--- config.mk ---
export PLATFORM = sky130hd
export DESIGN_NAME = mem_port_arbiter
export DESIGN_NICKNAME = d
export VERILOG_FILES = /design/src/rtl/mem_port_arbiter.sv
export SDC_FILE = /design/constraint.sdc
export NUM_CORES = 1
export LEC_CHECK = 0
export ABC_AREA = 1
export CAP_MARGIN = 10
export CORE_AREA = 2 2 106 108
export CTS_CLUSTER_DIAMETER = 120
export DETAILED_ROUTE_END_ITERATION = 7
export DIE_AREA = 0 0 108 110
export SLEW_MARGIN = 20
export SYNTH_ARGS = -nofsm -noshare
export SYNTH_HDL_FRONTEND = slang
export SYNTH_SLANG_ARGS = --single-unit
--- constraint.sdc ---
create_clock -name clk -period 1.7 [get_ports clk]
set_input_delay 0.34 -clock clk [delete_from_list [all_inputs] [get_ports clk]]
set_output_delay 0.34 -clock clk [all_outputs]
set_load 0.02 [all_outputs]
--- src/rtl/mem_port_arbiter.sv ---
// Single-port data memory arbiter between instruction fetch and load/store.
// Optional MEM_ARB_RR_EN selects round-robin priority instead of the starvation-bounded fixed priority.
//
// state    | meaning
// ---------+----------------------------------------------------
// OWN_NONE | no read in flight; rd_data this cycle is unclaimed
// OWN_IF   | fetch read issued last cycle; rd_data goes to fetch
// OWN_LS   | load issued last cycle; rd_data goes to load/store
module mem_port_arbiter #(
    parameter int WIDTH    = 32,
    parameter int MAX_WAIT = 4
) (
    input  logic             clk,
    input  logic             rst,
    input  logic             flash_busy,
    input  logic             if_req,
    input  logic [WIDTH-1:0] if_addr,
    output logic             if_gnt,
    output logic             if_rvalid,
    output logic [WIDTH-1:0] if_rdata,
    input  logic             ls_req,
    input  logic             ls_wren,
    input  logic [WIDTH-1:0] ls_addr,
    input  logic [WIDTH-1:0] ls_wdata,
    input  logic [2:0]       ls_funct3,
    output logic             ls_gnt,
    output logic             ls_rvalid,
    output logic [WIDTH-1:0] ls_rdata,
    output logic [WIDTH-1:0] mem_addr,
    output logic             mem_wren,
    output logic [WIDTH-1:0] mem_wr_data,
    output logic [2:0]       mem_funct3,
    input  logic [WIDTH-1:0] mem_rd_data
);

    localparam logic [2:0] FUNCT3_WORD = 3'b010;

    typedef enum logic [1:0] {
        OWN_NONE = 2'd0,
        OWN_IF   = 2'd1,
        OWN_LS   = 2'd2
    } owner_t;

    owner_t owner_q;
    owner_t owner_d;
    logic   if_prio;

`ifdef MEM_ARB_RR_EN
    // Resets to "fetch won last" so load/store takes the first conflict.
    logic last_gnt_ls;

    always_ff @(posedge clk) begin
        if (rst) begin
            last_gnt_ls <= 1'b0;
        end else if (if_gnt) begin
            last_gnt_ls <= 1'b0;
        end else if (ls_gnt) begin
            last_gnt_ls <= 1'b1;
        end
    end

    assign if_prio = last_gnt_ls;
`else
    logic [3:0] wait_cnt;

    // Flash takes precedence: the count is frozen while the memory is busy.
    always_ff @(posedge clk) begin
        if (rst) begin
            wait_cnt <= 4'd0;
        end else if (!flash_busy) begin
            if (!if_req || if_gnt) begin
                wait_cnt <= 4'd0;
            end else if (wait_cnt != 4'(MAX_WAIT)) begin
                wait_cnt <= wait_cnt + 4'd1;
            end
        end
    end

    assign if_prio = (wait_cnt == 4'(MAX_WAIT));
`endif

    always_comb begin
        if_gnt      = 1'b0;
        ls_gnt      = 1'b0;
        mem_addr    = '0;
        mem_wren    = 1'b0;
        mem_wr_data = '0;
        mem_funct3  = FUNCT3_WORD;
        if (!flash_busy) begin
            if_gnt = if_req && (!ls_req || if_prio);
            ls_gnt = ls_req && !(if_req && if_prio);
        end
        if (ls_gnt) begin
            mem_addr    = ls_addr;
            mem_wren    = ls_wren;
            mem_wr_data = ls_wdata;
            mem_funct3  = ls_funct3;
        end else if (if_gnt) begin
            mem_addr    = if_addr;
        end
    end

    always_ff @(posedge clk) begin
        if (rst) begin
            owner_q <= OWN_NONE;
        end else begin
            owner_q <= owner_d;
        end
    end

    always_comb begin
        owner_d = OWN_NONE;
        if (if_gnt) begin
            owner_d = OWN_IF;
        end else if (ls_gnt && !ls_wren) begin
            owner_d = OWN_LS;
        end
    end

    assign if_rvalid = (owner_q == OWN_IF);
    assign ls_rvalid = (owner_q == OWN_LS);
    assign if_rdata  = mem_rd_data;
    assign ls_rdata  = mem_rd_data;

endmodule

==> results.py, run 1 <==
metrics = {
    "status": {
        "status": "complete, but fails checks",
        "violations": "negative setup slack",
    },
    "power_and_ir_drop": {
        "ir_drop_mv": 0.1863,
        "clock_power_share_pct": 17.3,
        "fin_total_pwr_mw": 1.258,
        "combPwrFrac_pct": 71.1,
        "power_frac_seq_pct": 11.6,
        "power.internal_mw": 0.7940,
        "switchingPower_mw": 0.4642,
        "powerDensity_nw_per_um2": 318.5,
        "switching_share_pct": 36.89,
        "p_leak_nw": 1.969,
    },
    "cts": {
        "clockBufferDepth": 2,
        "insertion_delay_ns": 0.22,
        "clkSinkCount": 6,
        "cts_tree": "done",
        "cts_hold_buf": 0,
        "clk_pin_slew_ns": 0.04,
        "htree_levels": 1,
        "clockRootBuffer": "clkbuf_8",
        "cts-buffers-inserted": 3,
    },
    "synthesis": {
        "syn_area_um2": 1693,
        "ys_warn_count": 0,
        "postSynthCellCount": 292,
        "synth_nets": 431,
        "synth_seq_cells": 6,
        "syn_area_per_cell_um2": 5.798,
        "synth_cell_types": 21,
        "yosysSeqAreaShare_pct": 7.095,
    },
    "detailed_routing": {
        "vias": 2119,
        "avgViaCountPerCell": 3.718,
        "drt_iter0_markers": 36,
        "ant_nets": 0,
        "drc_errors": 0,
        "first_pass_iters": 4,
        "wl_per_cell_um": 13.48,
        "wl_mm": 7.681,
    },
    "place": {
        "pre_cts_slack_ns": -0.8253,
        "dp.cells": 554,
        "routabilityCongestion": 0.8176,
        "hpwl_mm": 5.193,
        "portBuffers": 176,
    },
    "sta": {
        "setup_violations": 70,
        "hold_viol_final": 0,
        "tightest_slew_ns": 0.2758,
        "post-route-min-period_ns": 1.885,
        "max_freq_mhz": 530.6,
        "rsz0062_at_grt": "true",
        "slew_headroom_pct": 81.58,
        "worst_slack_ns": -0.1847,
        "finalCritPeriodShare_pct": 110.9,
        "hold_ws_ns": 0.5690,
        "clock_skew_ns": 0.001008,
        "slew_viol_final": 0,
    },
    "die": {
        "die_h_um": 110,
        "core-area_um2": 10700,
        "placementRows": 38,
        "die_area_um2": 11880,
        "die_w_um": 108,
        "initial_core_util_pct": 15.82,
        "io_pins": 273,
    },
    "worst_setup_path": {
        "worstPathCellList": "inv_2 > ha_4 > nand4_1 > nand2_4 > buf_12 > clkbuf_16 > nor2_2 > buf_6",
        "crit_required_ns": 1.36,
        "cp_data_arrival_time_ns": 1.54,
        "critPathMaxFanout": 8,
        "start_kind": "flip-flop",
        "worst-path-buf-inv": 4,
        "crit_type": "flip-flop to output port",
        "cp_slowest_cell": "dfxtp_2",
        "slowest_delay_ns": 0.32,
        "crit_path_end_kind": "output port",
        "cp_top_family": "buffers and inverters",
    },
    "flow_run": {
        "maxCapViolCount": 0,
    },
    "hold_path": {
        "hold_class": "flip-flop to flip-flop",
    },
    "global_routing": {
        "grt_pass1_vias": 1947,
        "grt_pass1_wl_mm": 9.798,
        "grt_max_degree": 15,
        "grt.total_usage_pct": 10.47,
        "antenna_found_initial": 0,
        "overflow": 0,
    },
    "cells_and_area": {
        "syn2layout_area_growth_pct": 133.3,
        "final_cells": 570,
        "drive_gt1_share_pct": 50.70,
        "n_antenna_cell": 0,
        "fillers": 1113,
        "final_net_count": 571,
    },
}
[cells in the mapped netlist]
cell type / n / share of area (%)
dfxtp_1: 6 / 7.1
inv_2: 2 / 0.44
or2_1: 1 / 0.37
buf_2: 2 / 0.59
nor3_1: 1 / 0.30
buf_6: 5 / 3.3
buf_12: 2 / 2.4
nor2_2: 31 / 11
o21ai_0: 1 / 0.30
nand2_2: 21 / 7.8
nand2_1: 83 / 18
nor2_1: 12 / 2.7
inv_1: 45 / 10
buf_4: 65 / 29
ha_1: 2 / 1.5
nand3b_1: 1 / 0.44
a21oi_1: 3 / 0.89
clkinv_4: 1 / 0.52
nand3_2: 1 / 0.59
nand3_1: 5 / 1.5
nand4_1: 2 / 0.74
[state kept, by name (all words and copies together) (netlist names)]
| register | flops |
|---|---|
| owner_q | 2 |
| wait_cnt | 4 |
[worst reg2reg max path, delay by kind of cell, from the launching register on]
family | cells | cell delay [ns]
simple gates | 4 | 0.39
buf+inv | 3 | 0.37
flops | 1 | 0.31
fa+ha+maj | 1 | 0.16
[what timing repair did]
item / in CTS / in global routing
setup endpoints to repair: 70 / 72
gates cloned: 5 / 3
gates resized for setup: 408 / 127
setup buffers: 4 / 2
pin swaps: 5 / 20
[kinds of logic after synthesis]
group	count (synthesis)	share of synthesized area, %
flip-flops	6	7.096
buffers and inverters	122	46.05
AND/OR/NAND/NOR	158	44.20
AO/OA/AOI/OAI	4	1.182
adder cells (fa/ha/maj)	2	1.478
[per-stage QoR]
stage | cell area [µm²] | setup TNS [ns] | utilization [%]
2_1_floorplan | 1693 | 0 | -
3_3_place_gp | 3236 | -50.26 | 30.25
3_5_place_dp | 3236 | -51.64 | 30.25
4_1_cts | 3451 | -9.026 | 32.26
5_1_grt | 3950 | -14.92 | 36.92
6_report | 3950 | -10.44 | 36.92
[cell type report]
type,instances,area (µm²),area share (%)
timing repair buffer,205,2186,55.34
multi-input combinational,164,1160,29.36
tap,140,175.2,4.435
clock buffer,3,41.29,1.045
timing repair inverter,4,65.06,1.647
sequential,6,122.6,3.104
inverter,48,200.2,5.068
[cell usage in the layout (no fill, tap or decap), drive strengths merged]
cell,instances
nor3,1
buf,96
clkbuf,6
nand3b,1
ha,2
nand3,6
a21oi,3
nand2,104
nand4,2
inv,47
dlymetal6s2s,2
o21ai,1
or2,1
dlygate4sd2,3
nor2,43
dfxtp,6
clkinv,5
clkdlybuf4s50,101
[metal layers]
layer | GRT usage (%) | wire [µm] | vias up
li1 | - | - | 1058
met1 | 12.46 | 2884 | 962
met2 | 19.23 | 4212 | 81
met3 | 1.999 | 499 | 18
met4 | 2.839 | 85 | 0
met5 | 0 | 0 | -
[power groups by stage]
stage	Clock (mW)	Combinational (mW)	Sequential, mW
after detailed placement	0	0.721	0.148
after CTS	0.228	0.771	0.146
after global routing	0.234	0.946	0.147
after global placement	0	0.715	0.148
final	0.218	0.894	0.146
after floorplan	0	0.484	0.148
[path summary, 6_finish.rpt]
path	startpoint	to	slack (ns)	depth (start not counted)
max	wait_cnt[0]	mem_funct3[0]	-0.18	8
min	wait_cnt[3]	wait_cnt[3]	0.57	3
max reg2reg	wait_cnt[0]	owner_q[0]	0.40	8
min reg2reg	wait_cnt[3]	wait_cnt[3]	0.57	3
Power figures use the tool's default switching activity.
==> run 2, diff against run 1 <==
==> constraint.sdc (replaced) <==
create_clock -name clk -period 1.7 [get_ports clk]
set_input_delay 0.34 -clock clk [delete_from_list [all_inputs] [get_ports clk]]
set_output_delay 0.34 -clock clk [all_outputs]
set_load 0.01 [all_outputs]
==> results.py, run 2 (synthesis results as in run 1) <==
metrics = {
    "status": {
        "status": "complete, but fails checks",
        "violations": "negative setup slack",
    },
    "cts": {
        "cts_hold_buf": 0,
        "clockRootBuffer": "clkbuf_8",
        "clockBufferDepth": 2,
        "clkSinkCount": 6,
        "clk_pin_slew_ns": 0.04,
        "cts-buffers-inserted": 3,
        "htree_levels": 1,
        "cts_tree": "done",
        "insertion_delay_ns": 0.22,
    },
    "global_routing": {
        "grt_max_degree": 15,
        "antenna_found_initial": 0,
        "grt.total_usage_pct": 10.57,
        "overflow": 0,
        "grt_pass1_vias": 2035,
        "grt_pass1_wl_mm": 10.01,
    },
    "detailed_routing": {
        "drt_iter0_markers": 52,
        "avgViaCountPerCell": 3.685,
        "wl_mm": 7.343,
        "wl_per_cell_um": 12.55,
        "ant_nets": 0,
        "vias": 2156,
        "first_pass_iters": 4,
        "drc_errors": 0,
    },
    "sta": {
        "finalCritPeriodShare_pct": 114.7,
        "post-route-min-period_ns": 1.951,
        "slew_viol_final": 0,
        "hold_viol_final": 0,
        "worst_slack_ns": -0.2507,
        "rsz0062_at_grt": "true",
        "tightest_slew_ns": 0.2005,
        "clock_skew_ns": 0.001406,
        "max_freq_mhz": 512.6,
        "slew_headroom_pct": 86.64,
        "setup_violations": 70,
    },
    "cells_and_area": {
        "final_common_cell": "clkdlybuf4s50_1",
        "syn2layout_area_growth_pct": 115.7,
        "layout_common_cells": "clkdlybuf4s50_1, nand2_1, inv_1",
        "fillers": 1137,
        "drive_gt1_share_pct": 42.02,
        "final_util_pct": 34.14,
        "regMostFlops": "wait_cnt",
        "final_net_count": 586,
        "largest_reg_flops": 4,
        "top_regs": "wait_cnt x4, owner_q x2",
        "n_antenna_cell": 0,
    },
    "worst_setup_path": {
        "crit_type": "flip-flop to output port",
        "cp_data_arrival_time_ns": 1.61,
        "critPathMaxFanout": 6,
        "r2r_cells": 7,
        "crit_path_end_kind": "output port",
        "start_kind": "flip-flop",
        "crit_required_ns": 1.36,
    },
    "flow_run": {
        "maxCapViolCount": 0,
    },
    "die": {
        "die_h_um": 110,
        "die_w_um": 108,
        "core-area_um2": 10700,
        "placementRows": 38,
        "initial_core_util_pct": 15.82,
        "io_pins": 273,
        "die_area_um2": 11880,
    },
    "power_and_ir_drop": {
        "fin_total_pwr_mw": 1.101,
        "ir_drop_mv": 0.1968,
        "p_leak_nw": 1.845,
        "powerDensity_nw_per_um2": 301.5,
    },
    "place": {
        "hpwl_mm": 5.158,
        "portBuffers": 176,
        "routabilityCongestion": 0.8176,
    },
    "hold_path": {
        "whs_path_depth": 3,
        "hold_class": "flip-flop to flip-flop",
    },
}
## run 2: path summary, 6_finish.rpt
path              slack [ns]         from         endpoint
setup / recovery       -0.25  wait_cnt[0]  mem_wr_data[16]
hold reg to reg         0.57  wait_cnt[3]      wait_cnt[3]
setup reg to reg        0.48  wait_cnt[1]       owner_q[1]
hold / removal          0.57  wait_cnt[3]      wait_cnt[3]
## run 2: final cells by class
type	count	area, µm²	share of cell area [%]
inverter	48	195.2	5.344
tap	140	175.2	4.796
sequential	6	122.6	3.357
multi-input combinational	164	959.7	26.28
clock buffer	3	41.29	1.131
timing repair buffer	221	2117	57.97
timing repair inverter	3	41.29	1.131
## run 2: routing by layer
metal / vias up / global-route usage [%] / part of all wire, %
li1: 1084 / - / -
met5: - / 0 / 0
met1: 965 / 12.84 / 39
met4: 0 / 2.747 / 1.9
met2: 84 / 19.27 / 52
met3: 23 / 1.822 / 6.5
## run 2: what timing repair did
action | 4_1_cts | 5_1_grt
pin swaps | 4 | 4
setup endpoints to repair | 70 | 70
endpoints found under the hold margin | 0 | 0
buffers inserted | 18 | 5
gates cloned | 4 | 2
gates resized for setup | 301 | 47
## run 2: through the flow
step	area, µm²	instances	hold WS (ns)	TNS [ns]	setup slack [ns]
detailed placement	3236	554	0.5702	-47.25	-0.7674
global route	3652	585	0.6269	-17.20	-0.3370
CTS	3302	578	0.5808	-10.04	-0.2780
finish	3652	585	0.5716	-11.38	-0.2507
global placement	3236	554	0.5395	-45.54	-0.7250
floorplan	1693	292	0.4091	0	0.1835
## run 2: critical path: stages, from the launching register on
cell	delay, ns
dfxtp_2	0.32
inv_2	0.05
ha_4	0.16
nand4_1	0.13
nand2_4	0.09
buf_4	0.15
clkbuf_16	0.15
buf_4	0.13
nor2_2	0.06
buf_2	0.13
## run 2: power by group
| part | switching [mW] | internal (mW) |
|---|---|---|
| Clock | 0.0642 | 0.152 |
| Combinational | 0.292 | 0.447 |
| Sequential | 0.00153 | 0.145 |
| Total | 0.357 | 0.744 |
